===== src/rtl/ob_readout_streamer_pkg.sv =====
// Shared types and constants for the output-buffer readout streamer.
package ob_readout_pkg;

    typedef enum logic [1:0] {
        IDLE,
        READ,
        DRAIN,
        DONE
    } ob_rd_state_e;

    localparam int unsigned OB_RD_FIFO_DEPTH = 4;
    localparam int unsigned OB_RD_CNT_W      = $clog2(OB_RD_FIFO_DEPTH + 1);

endpackage


===== src/rtl/ob_readout_streamer_if.sv =====
// Valid/ready row stream from the readout streamer to its consumer.
interface ob_readout_streamer_if #(
    parameter int unsigned DATA_WIDTH = 32
);

    logic [DATA_WIDTH-1:0] data_o;
    logic                  valid_o;
    logic                  ready_i;
    logic                  last_o;

    modport master (
        output data_o,
        output valid_o,
        output last_o,
        input  ready_i
    );

    modport slave (
        input  data_o,
        input  valid_o,
        input  last_o,
        output ready_i
    );

endinterface


===== src/rtl/ob_readout_streamer_fifo.sv =====
// Small synchronous FIFO holding returned rows (data plus last flag).
module stream_fifo #(
    parameter int unsigned DEPTH      = 4,
    parameter int unsigned DATA_WIDTH = 33
) (
    input  logic                         clk,
    input  logic                         rst,
    input  logic                         push,
    input  logic [DATA_WIDTH-1:0]        wr_data,
    input  logic                         pop,
    output logic [DATA_WIDTH-1:0]        rd_data,
    output logic                         full,
    output logic                         empty,
    output logic [$clog2(DEPTH+1)-1:0]   count
);

    localparam int unsigned PW = (DEPTH > 1) ? $clog2(DEPTH) : 1;
    localparam int unsigned CW = $clog2(DEPTH + 1);
    localparam logic [PW-1:0] PTR_ONE  = PW'(1);
    localparam logic [PW-1:0] PTR_LAST = PW'(DEPTH - 1);
    localparam logic [CW-1:0] CNT_ONE  = CW'(1);
    localparam logic [CW-1:0] CNT_FULL = CW'(DEPTH);

    logic [DATA_WIDTH-1:0] mem [DEPTH];
    logic [PW-1:0]         wr_ptr;
    logic [PW-1:0]         rd_ptr;
    logic [CW-1:0]         cnt;
    logic                  do_push;
    logic                  do_pop;

    function automatic logic [PW-1:0] ptr_inc(input logic [PW-1:0] p);
        return (p == PTR_LAST) ? '0 : p + PTR_ONE;
    endfunction

    assign empty   = (cnt == '0);
    assign full    = (cnt == CNT_FULL);
    assign count   = cnt;
    assign rd_data = mem[rd_ptr];
    assign do_pop  = pop && !empty;
    assign do_push = push && (!full || do_pop);

    always_ff @(posedge clk) begin
        if (do_push) begin
            mem[wr_ptr] <= wr_data;
        end
    end

    always_ff @(posedge clk) begin
        if (rst) begin
            wr_ptr <= '0;
            rd_ptr <= '0;
            cnt    <= '0;
        end else begin
            if (do_push) begin
                wr_ptr <= ptr_inc(wr_ptr);
            end
            if (do_pop) begin
                rd_ptr <= ptr_inc(rd_ptr);
            end
            if (do_push && !do_pop) begin
                cnt <= cnt + CNT_ONE;
            end else if (do_pop && !do_push) begin
                cnt <= cnt - CNT_ONE;
            end
        end
    end

endmodule


===== src/rtl/ob_readout_streamer.sv =====
// Drains the output buffer SRAM after a matmul and streams one row per beat
// over valid/ready, with credit-based read issue into a 4-entry FIFO.
module ob_readout_streamer
    import ob_readout_pkg::*;
#(
    parameter int unsigned WIDTH       = 8,
    parameter int unsigned COL         = 4,
    parameter int unsigned O_SIZE      = 512,
    parameter int unsigned MEM_C_WIDTH = WIDTH * COL,
    parameter int unsigned AW          = $clog2(O_SIZE)
) (
    input  logic                   clk_i,
    input  logic                   rst_i,
    input  logic                   start_i,
    input  logic [AW-1:0]          base_addr_i,
    input  logic [AW:0]            num_rows_i,
    output logic                   ob_mem_cenb_o,
    output logic                   ob_mem_wenb_o,
    output logic [AW-1:0]          ob_mem_addr_o,
    input  logic [MEM_C_WIDTH-1:0] ob_mem_data_i,
    ob_readout_streamer_if.master  strm,
    output logic                   busy_o,
    output logic                   done_o
);

    localparam int unsigned   CW         = OB_RD_CNT_W;
    localparam logic [AW:0]   CNT_ONE    = (AW+1)'(1);
    localparam logic [AW-1:0] ADDR_ONE   = AW'(1);
    localparam logic [AW-1:0] ADDR_LAST  = AW'(O_SIZE - 1);
    localparam logic [CW:0]   CREDIT_MAX = (CW+1)'(OB_RD_FIFO_DEPTH);

    ob_rd_state_e state;
    ob_rd_state_e state_next;

    logic [AW:0]          count_q;
    logic [AW:0]          issue_cnt;
    logic [AW:0]          beat_cnt;
    logic [AW-1:0]        addr_q;
    logic [AW-1:0]        addr_next;
    logic                 cenb_q;
    logic                 inflight_q;
    logic                 last_bus_q;
    logic                 last_ret_q;
    logic                 busy_q;
    logic                 done_q;

    logic                 issue;
    logic                 issue_last;
    logic                 credit_ok;
    logic                 fire;
    logic [CW:0]          occupancy;
    logic                 fifo_full;
    logic                 fifo_empty;
    logic [CW-1:0]        fifo_count;
    logic [MEM_C_WIDTH:0] head;

    // Outstanding = FIFO entries + row returning this cycle + row on the bus;
    // a concurrent pop is deliberately not credited back.
    assign occupancy = {1'b0, fifo_count}
                     + {{CW{1'b0}}, inflight_q}
                     + {{CW{1'b0}}, !cenb_q};
    assign credit_ok = !fifo_full && (occupancy < CREDIT_MAX);
    assign addr_next = (addr_q == ADDR_LAST) ? '0 : addr_q + ADDR_ONE;

    assign fire         = strm.valid_o && strm.ready_i;
    assign strm.valid_o = !fifo_empty;
    assign strm.data_o  = fifo_empty ? '0 : head[MEM_C_WIDTH-1:0];
    assign strm.last_o  = !fifo_empty && head[MEM_C_WIDTH];

    assign ob_mem_cenb_o = cenb_q;
    assign ob_mem_wenb_o = 1'b1;
    assign ob_mem_addr_o = addr_q;
    assign busy_o        = busy_q;
    assign done_o        = done_q;

    always_ff @(posedge clk_i) begin
        if (rst_i) begin
            state <= IDLE;
        end else begin
            state <= state_next;
        end
    end

    always_comb begin
        state_next = state;
        issue      = 1'b0;
        issue_last = 1'b0;
        unique case (state)
            IDLE: begin
                if (start_i) begin
                    if (num_rows_i == '0) begin
                        state_next = DONE;
                    end else begin
                        state_next = READ;
                        issue      = 1'b1;
                        issue_last = (num_rows_i == CNT_ONE);
                    end
                end
            end
            READ: begin
                if (issue_cnt == count_q) begin
                    state_next = DRAIN;
                end else if (credit_ok) begin
                    issue      = 1'b1;
                    issue_last = (issue_cnt == count_q - CNT_ONE);
                end
            end
            DRAIN: begin
                // The final beat leaving implies FIFO and read pipe are empty.
                if (fire && (beat_cnt == count_q - CNT_ONE)) begin
                    state_next = DONE;
                end
            end
            DONE: begin
                state_next = IDLE;
            end
            default: begin
                state_next = IDLE;
            end
        endcase
    end

    always_ff @(posedge clk_i) begin
        if (rst_i) begin
            count_q    <= '0;
            issue_cnt  <= '0;
            beat_cnt   <= '0;
            addr_q     <= '0;
            cenb_q     <= 1'b1;
            inflight_q <= 1'b0;
            last_bus_q <= 1'b0;
            last_ret_q <= 1'b0;
            busy_q     <= 1'b0;
            done_q     <= 1'b0;
        end else begin
            cenb_q     <= !issue;
            inflight_q <= !cenb_q;
            last_bus_q <= issue && issue_last;
            last_ret_q <= last_bus_q;
            busy_q     <= (state_next != IDLE);
            done_q     <= (state_next == DONE);

            if (issue) begin
                addr_q <= (state == IDLE) ? base_addr_i : addr_next;
            end

            if (state == IDLE && start_i) begin
                count_q   <= num_rows_i;
                issue_cnt <= issue ? CNT_ONE : '0;
                beat_cnt  <= '0;
            end else begin
                if (issue) begin
                    issue_cnt <= issue_cnt + CNT_ONE;
                end
                if (fire) begin
                    beat_cnt <= beat_cnt + CNT_ONE;
                end
            end
        end
    end

    stream_fifo #(
        .DEPTH      (OB_RD_FIFO_DEPTH),
        .DATA_WIDTH (MEM_C_WIDTH + 1)
    ) u_fifo (
        .clk     (clk_i),
        .rst     (rst_i),
        .push    (inflight_q),
        .wr_data ({last_ret_q, ob_mem_data_i}),
        .pop     (fire),
        .rd_data (head),
        .full    (fifo_full),
        .empty   (fifo_empty),
        .count   (fifo_count)
    );

endmodule


===== src/flat_wrapper.sv =====
// flat-port wrapper written by rule: the top's interface ports become plain ports
module ob_readout_streamer_flat import ob_readout_pkg::*;
#(
    parameter int unsigned WIDTH       = 8,
    parameter int unsigned COL         = 4,
    parameter int unsigned O_SIZE      = 512,
    parameter int unsigned MEM_C_WIDTH = WIDTH * COL,
    parameter int unsigned AW          = $clog2(O_SIZE)
)
  (clk_i, rst_i, start_i, base_addr_i, num_rows_i, ob_mem_cenb_o, ob_mem_wenb_o, ob_mem_addr_o, ob_mem_data_i, busy_o, done_o, strm_data_o, strm_valid_o, strm_last_o, strm_ready_i);
  ob_readout_streamer_if #(.DATA_WIDTH(32)) strm_i ();
  input  logic clk_i;
  input  logic rst_i;
  input  logic start_i;
  input  logic [AW-1:0] base_addr_i;
  input  logic [AW:0] num_rows_i;
  output logic ob_mem_cenb_o;
  output logic ob_mem_wenb_o;
  output logic [AW-1:0] ob_mem_addr_o;
  input  logic [MEM_C_WIDTH-1:0] ob_mem_data_i;
  output logic busy_o;
  output logic done_o;
  output wire logic [$bits(strm_i.data_o)-1:0] strm_data_o;
  output wire logic [$bits(strm_i.valid_o)-1:0] strm_valid_o;
  output wire logic [$bits(strm_i.last_o)-1:0] strm_last_o;
  input wire logic [$bits(strm_i.ready_i)-1:0] strm_ready_i;
  assign strm_data_o = strm_i.data_o;
  assign strm_valid_o = strm_i.valid_o;
  assign strm_last_o = strm_i.last_o;
  assign strm_i.ready_i = strm_ready_i;
  ob_readout_streamer #(.WIDTH(WIDTH), .COL(COL), .O_SIZE(O_SIZE), .MEM_C_WIDTH(MEM_C_WIDTH), .AW(AW)) u_core (.clk_i(clk_i), .rst_i(rst_i), .start_i(start_i), .base_addr_i(base_addr_i), .num_rows_i(num_rows_i), .ob_mem_cenb_o(ob_mem_cenb_o), .ob_mem_wenb_o(ob_mem_wenb_o), .ob_mem_addr_o(ob_mem_addr_o), .ob_mem_data_i(ob_mem_data_i), .strm(strm_i), .busy_o(busy_o), .done_o(done_o));
endmodule

===== config.mk =====
export PLATFORM = sky130hd
export DESIGN_NAME = ob_readout_streamer_flat
export DESIGN_NICKNAME = d
export VERILOG_FILES = /design/src/rtl/ob_readout_streamer_pkg.sv /design/src/rtl/ob_readout_streamer_if.sv /design/src/rtl/ob_readout_streamer_fifo.sv /design/src/rtl/ob_readout_streamer.sv /design/src/flat_wrapper.sv
export SDC_FILE = /design/constraint.sdc
export NUM_CORES = 1
export LEC_CHECK = 0
export BUFFER_PORTS_ARGS = -buffer_cell sky130_fd_sc_hd__clkbuf_2
export CORE_MARGIN = 2
export CORE_UTILIZATION = 30
export CTS_CLUSTER_SIZE = 8
export DETAILED_ROUTE_END_ITERATION = 8
export GPL_ROUTABILITY_DRIVEN = 0
export PLACE_DENSITY = 0.47
export SLEW_MARGIN = 20
export SYNTH_ARGS = -nofsm -noshare
export SYNTH_HDL_FRONTEND = slang
export SYNTH_HIERARCHICAL = 1
export SYNTH_SLANG_ARGS = --single-unit

===== constraint.sdc =====
create_clock -name clk_i -period 3.75 [get_ports clk_i]
set_clock_uncertainty 0.1 [all_clocks]
set_input_delay 0.75 -clock clk_i [delete_from_list [all_inputs] [get_ports clk_i]]
set_output_delay 0.75 -clock clk_i [all_outputs]
set_load 0.02 [all_outputs]

## Word-level counts from Yosys, hierarchy flattened

Memory sizes are Yosys's and may differ from the RTL's. A register that Yosys moved wholly into a read port is not among the register bits.
Index checks and enable logic that the tools add are counted.

| operators by class | value |
|---|---|
| add/sub/neg operators | 10 |
| multiply operators | 0 |
| div/mod/pow operators | 0 |
| order comparisons | 1 |
| equality and inequality tests | 12 |
| shift operators | 0 |
| mux-type cells | 29 |
| bitwise operators | 0 |
| reductions and logical operators | 24 |

Operators with widths:

| cell | count |
|---|---|
| 32-bit two-way mux | 1 |
| 10-bit equality test | 3 |
| 10-bit by 1-bit adder with 10-bit output (second input constant) | 2 |
| 10-bit two-way mux | 2 |
| 9-bit two-way mux | 2 |
| 2-bit two-way mux | 8 |
| 1-bit two-way mux | 11 |
| 10-bit by 1-bit equality test with 1-bit output (second input constant) | 1 |
| 2-bit equality test (second input constant) | 5 |
| 1-bit logical AND | 10 |
| 10-bit logical NOT | 1 |
| 10-bit by 1-bit subtractor with 10-bit output (second input constant) | 1 |
| 9-bit by 1-bit adder with 9-bit output (second input constant) | 1 |
| 9-bit equality test (second input constant) | 1 |
| 2-bit case mux with 4 select lines | 1 |
| 1-bit logical NOT | 6 |
| 3-bit two-way mux | 2 |
| 2-bit nonzero test | 3 |
| 2-bit by 1-bit adder with 2-bit output (second input constant) | 2 |
| 3-bit by 1-bit adder with 4-bit output | 1 |
| 4-bit by 1-bit adder with 4-bit output | 1 |
| 4-bit by 3-bit < comparator with 1-bit output (second input constant) | 1 |
| 1-bit case mux with 2 select lines | 2 |
| 3-bit by 1-bit adder with 3-bit output (second input constant) | 1 |
| 7 further kinds | 7 |

| storage, ports and cells | value |
|---|---|
| register bits after elaboration | 54 |
| bits in latches | 0 |
| memory bits (writable) | 132 |
| ROM bits | 0 |
| input bits | 55 |
| memories kept | 1 |

Memories:

| memory | words | bits a word | read ports | clocked after Yosys merged registers in | write ports | RTL line | text |
|---|---|---|---|---|---|---|---|
| u_core.u_fifo.mem | 4 | 33 | 1 | 1 | 1 | ob_readout_streamer_fifo.sv:24 | `logic [DATA_WIDTH-1:0] mem [DEPTH];` |

## Depth between registers and ports, before layout

| logic depth | value |
|---|---|
| depth in word-level cells | 10 |
| mapped depth | 11 |
| mapped depth without buffers | 10 |

## By module

Netlist, hierarchy kept.

By module, submodules not included:

| module | times used | cells each | area each (um2) |
|---|---|---|---|
| stream_fifo | 1 | 220 | 5,228.8 |
| ob_readout_streamer | 1 | 384 | 3,017.9 |

## Worst setup path after synthesis

OpenSTA, ideal clock, no wires.

| timing | value |
|---|---|
| path type | register -> register |
| from | register u_core.u_fifo.cnt[0] (netlist: u_core/u_fifo/count[0]) |
| to | register u_core.u_fifo.cnt[2] (netlist: u_core/u_fifo/count[2]) |
| setup time | 71 ps |
| arrival time | 2,772 ps |
| required time | 3,579 ps |
| slack | 807 ps |
| stages on the path, launching flop included | 12 |
| buffers on the path | 1 |
| clock period less this slack | 2,943 ps |
| path through | dfxtp_1 nor3_1 nor2b_1 clkbuf_1 or4b_4 and2_4 ha_1 inv_1 fa_1 xor2_1 or3_1 a21oi_1 |

| on the way | value |
|---|---|
| longest elaborated chain between the ends | 9 |

RTL lines:

| what | RTL line | text |
|---|---|---|
| start, declared | ob_readout_streamer_fifo.sv:27 | `logic [CW-1:0] cnt;` |
| start signal, assigned | ob_readout_streamer_fifo.sv:61 | `cnt <= cnt + CNT_ONE;` |
| start signal, assigned | ob_readout_streamer_fifo.sv:63 | `cnt <= cnt - CNT_ONE;` |
| 3-bit logical NOT * | ob_readout_streamer_fifo.sv:35 | `assign empty = (cnt == '0);` |
| net u_core.fifo_empty | ob_readout_streamer.sv:53 | `logic fifo_empty;` |
| 1-bit logical NOT * | ob_readout_streamer.sv:66 | `assign strm.valid_o = !fifo_empty;` |
| 1-bit logical AND * | ob_readout_streamer.sv:65 | `assign fire = strm.valid_o && strm.ready_i;` |
| net u_core.fire | ob_readout_streamer.sv:50 | `logic fire;` |
| 1-bit logical AND * | ob_readout_streamer_fifo.sv:39 | `assign do_pop = pop && !empty;` |
| 1-bit logical OR * | ob_readout_streamer_fifo.sv:40 | `assign do_push = push && (!full \|\| do_pop);` |
| 1-bit logical AND * | ob_readout_streamer_fifo.sv:40 |  |
| net u_core.u_fifo.do_push | ob_readout_streamer_fifo.sv:28 | `logic do_push;` |
| 1-bit logical NOT | ob_readout_streamer_fifo.sv:62 | `end else if (do_pop && !do_push) begin` |
| 1-bit logical AND | ob_readout_streamer_fifo.sv:62 |  |
| 2-bit nonzero test (no line) | -- |  |

Mark *: on every way through the listed nets, which the timed path passes. The rest lies on a longest branch. The select of a mux whose other input is x is not followed.
A chain may end at the register's enable or synchronous reset.

==> results.txt <==
Tcrit/Tclk final: 0.823
IO Pins: 102
Syn Std Cell Area: 8250 um^2
TritonCTS buffer count: 17
Leak pwr: 3.49 nW
Most frequent cell after synthesis: edfxtp_1
CTS tree: done
RSZ-0062 raised after global routing: false
Initial antenna violation count: 0
Worst Setup End Kind: primary output
Die Area: 28800 um^2
Clk buf depth: 2
Setup_tns: 0 ps
Most Used Layer, Global Route: met2
Largest net degree at the start of global routing: 36
Synth Register Bits: 188
Worst Hold Class: flop to flop
Status: finished, final reports clean
Peak Freq: 0.324 GHz
Global-route wire length before repair: 28500 um
Post-synth EDFFs: 132
Total wire length: 17700 um
Wire length per cell: 16.8 um
CTS H-tree depth: 4
Die Y: 170 um
Worst EP required: 2900 ps
CP startpoint kind: flop
Max incr delay on CP: 610 ps
Cell taking the most area after synthesis: edfxtp_1
Clock-pin slew on the worst setup and hold paths: 80 ps
I/O Buffers: 100
Clock Sinks: 188
Worst path slowest cell: dfxtp_2
GR Overflow Total: 0
Top cells by area, synth: edfxtp_1 (48%), dfxtp_1 (14%), mux4_2 (9.0%)
Vias in the first global route: 5320
Crit path buf inv count: 2
GR Util met3: 0.0264
PD cells: 575 nW/um^2
Sequential share of the synthesized area: 0.617
Max-slew violation count: 0
Post-CTS setup buffers: 0
Root buffer cell: clkbuf_16
TritonRoute pass-1 iters: 4
DRC viols: 0
Worst-margin pin slew: 845 ps
Crit path cell chain: buf_12, mux4_2, nor2b_1, clkbuf_2
DR iter-0 viols: 311
GR Layer Usage met2: 0.214
YS warnings: 6
Rel. slew slack: 0.437
Number of distinct library cells after synthesis: 65
DR vias: 5114
Kind of critical path: flop to primary output
Top cells by count, synth: edfxtp_1 (132), dfxtp_1 (56), nor2_1 (43)
Die width: 170 um
Final worst slack: 664 ps
Post-route ant nets: 0
Nets: 766
# fillers: 2618
Layout cells sized above 1: 0.273
Worst path top cell family by delay: flip-flops
Power, Total: 5.60 mW
Final core utilization: 0.361
Hold buffer count at CTS: 0
Mean Syn Cell Area: 13.7 um^2
Syn nets: 672
Final setup violation count: 0
Yosys top cell area share: 0.481
Period minus WS final: 3090 ps
Global routing usage on met1: 0.166
Final Hold Fails: 0
Post-CTS sizing: 0
# rows: 60
Final HPWL DP: 11700 um
Max IR drop VDD: 0.000241 V
Crit path max fanout: 23
Vias/cell: 4.86
# diodes: 0
Post-synthesis async set-or-reset flop share: 0
Number of max-cap violations: 0
Area grow syn2layout: 18.1%
Storage element area: 5090 um^2
Ys flop type: edfxtp_1
Worst EP arrival: 2240 ps
Starting Density: 0.306
Area of the multi-input gates: 2960 um^2
Clk_lat worst skew: 420 ps
Total Routing Usage GR: 0.129
Setup WS pre-CTS: 770 ps
Cells after Synth: 604
Core Area: 27000 um^2
[path summary, 6_finish.rpt]
kind | to | start | slack, ps | cells after the start
worst max-delay path | strm_data_o[10] | flop | 660 | 4
worst min-delay path | u_core/inflight_q | u_core/ob_mem_cenb_o | 360 | 1
worst max register to register | u_core/u_fifo/count[2] | u_core/u_fifo/count[0] | 1010 | 11
worst min register to register | u_core/inflight_q | u_core/ob_mem_cenb_o | 360 | 1
[per-stage QoR]
step,instances,area [um^2],hold WS [ps]
final,1052,9740,356
after global placement,1020,9140,335
after global routing,1052,9740,378
after CTS,1052,9740,362
after detailed placement,1020,9140,341
after floorplan,604,8250,314
[routing by layer]
metal / share of wire / vias to the layer above
li1: - / 2431
met1: 0.45 / 2528
met2: 0.49 / 137
met3: 0.045 / 18
met4: 0.011 / 0
met5: 0 / -
[sequential cells by signal (all words and copies together) (netlist names), named ones only]
register              count
u_core/beat_cnt          10
u_core/busy_o             1
u_core/count_q           10
u_core/done_o             1
u_core/inflight_q         1
u_core/issue_cnt         10
u_core/last_bus_q         1
u_core/last_ret_q         1
u_core/ob_mem_addr_o      9
u_core/ob_mem_cenb_o      1
u_core/state              2
u_core/u_fifo/count       3
u_core/u_fifo/mem       132
u_core/u_fifo/rd_ptr      2
u_core/u_fifo/wr_ptr      2
[cell families after synthesis]
family                   after synthesis  synth area share
multiplexers                          38            0.0962
flip-flops                           188             0.617
AND/OR/NAND/NOR                      198             0.129
buffers and inverters                 49            0.0255
XOR/XNOR                              51            0.0575
AO/OA/AOI/OAI                         66            0.0543
other                                  1          0.000455
adder cells (fa/ha/maj)               13            0.0206
[layout make-up]
cell class / count / area share
Clock buffer: 17 / 0.0437
Clock inverter: 15 / 0.0184
Inverter: 11 / 0.00424
Multi-Input combinational cell: 367 / 0.304
Sequential cell: 188 / 0.522
Tap cell: 341 / 0.0438
Timing Repair Buffer: 113 / 0.0640
[worst reg2reg max path: cells and delay by family (launching register included)]
kind                     cells  cell delay, ps
AND/OR/NAND/NOR              5            1350
XOR/XNOR                     1              70
AO/OA/AOI/OAI                1             140
flip-flops                   1             400
buffers and inverters        2             230
adder cells (fa/ha/maj)      2             390
[cell usage in the layout (no fill, tap or decap), types with 3 or more instances in the layout]
master | synthesis | routed
clkbuf_16 | 0 | 17
ha_1 | 12 | 12
mux2i_1 | 5 | 5
inv_6 | 0 | 4
nor3b_1 | 3 | 3
and3_2 | 4 | 4
inv_1 | 11 | 11
a21oi_1 | 22 | 22
nand2b_1 | 4 | 4
nor4_1 | 6 | 6
mux4_2 | 33 | 33
nor2_1 | 43 | 43
dfxtp_1 | 56 | 54
buf_4 | 2 | 11
or3_1 | 3 | 3
and2_1 | 3 | 3
xnor2_1 | 20 | 20
nand2_1 | 37 | 37
a211oi_1 | 4 | 4
nand4b_1 | 3 | 3
inv_8 | 0 | 3
a221oi_1 | 6 | 6
nand3_1 | 13 | 13
xor2_1 | 29 | 29
nor2b_1 | 40 | 40
nand4_1 | 3 | 3
a31oi_1 | 3 | 3
clkbuf_2 | 0 | 100
edfxtp_1 | 132 | 132
clkinv_8 | 0 | 5
and3_1 | 6 | 6
nor3_1 | 15 | 14
o21ai_0 | 9 | 9
[where the power goes]
part           switching (mW)  total [mW]  internal [mW]
combinational           0.835        1.36          0.528
clock                   0.880        1.79          0.907
sequential              0.130        2.45           2.32
No activity file was read; power rests on OpenSTA's default activity.
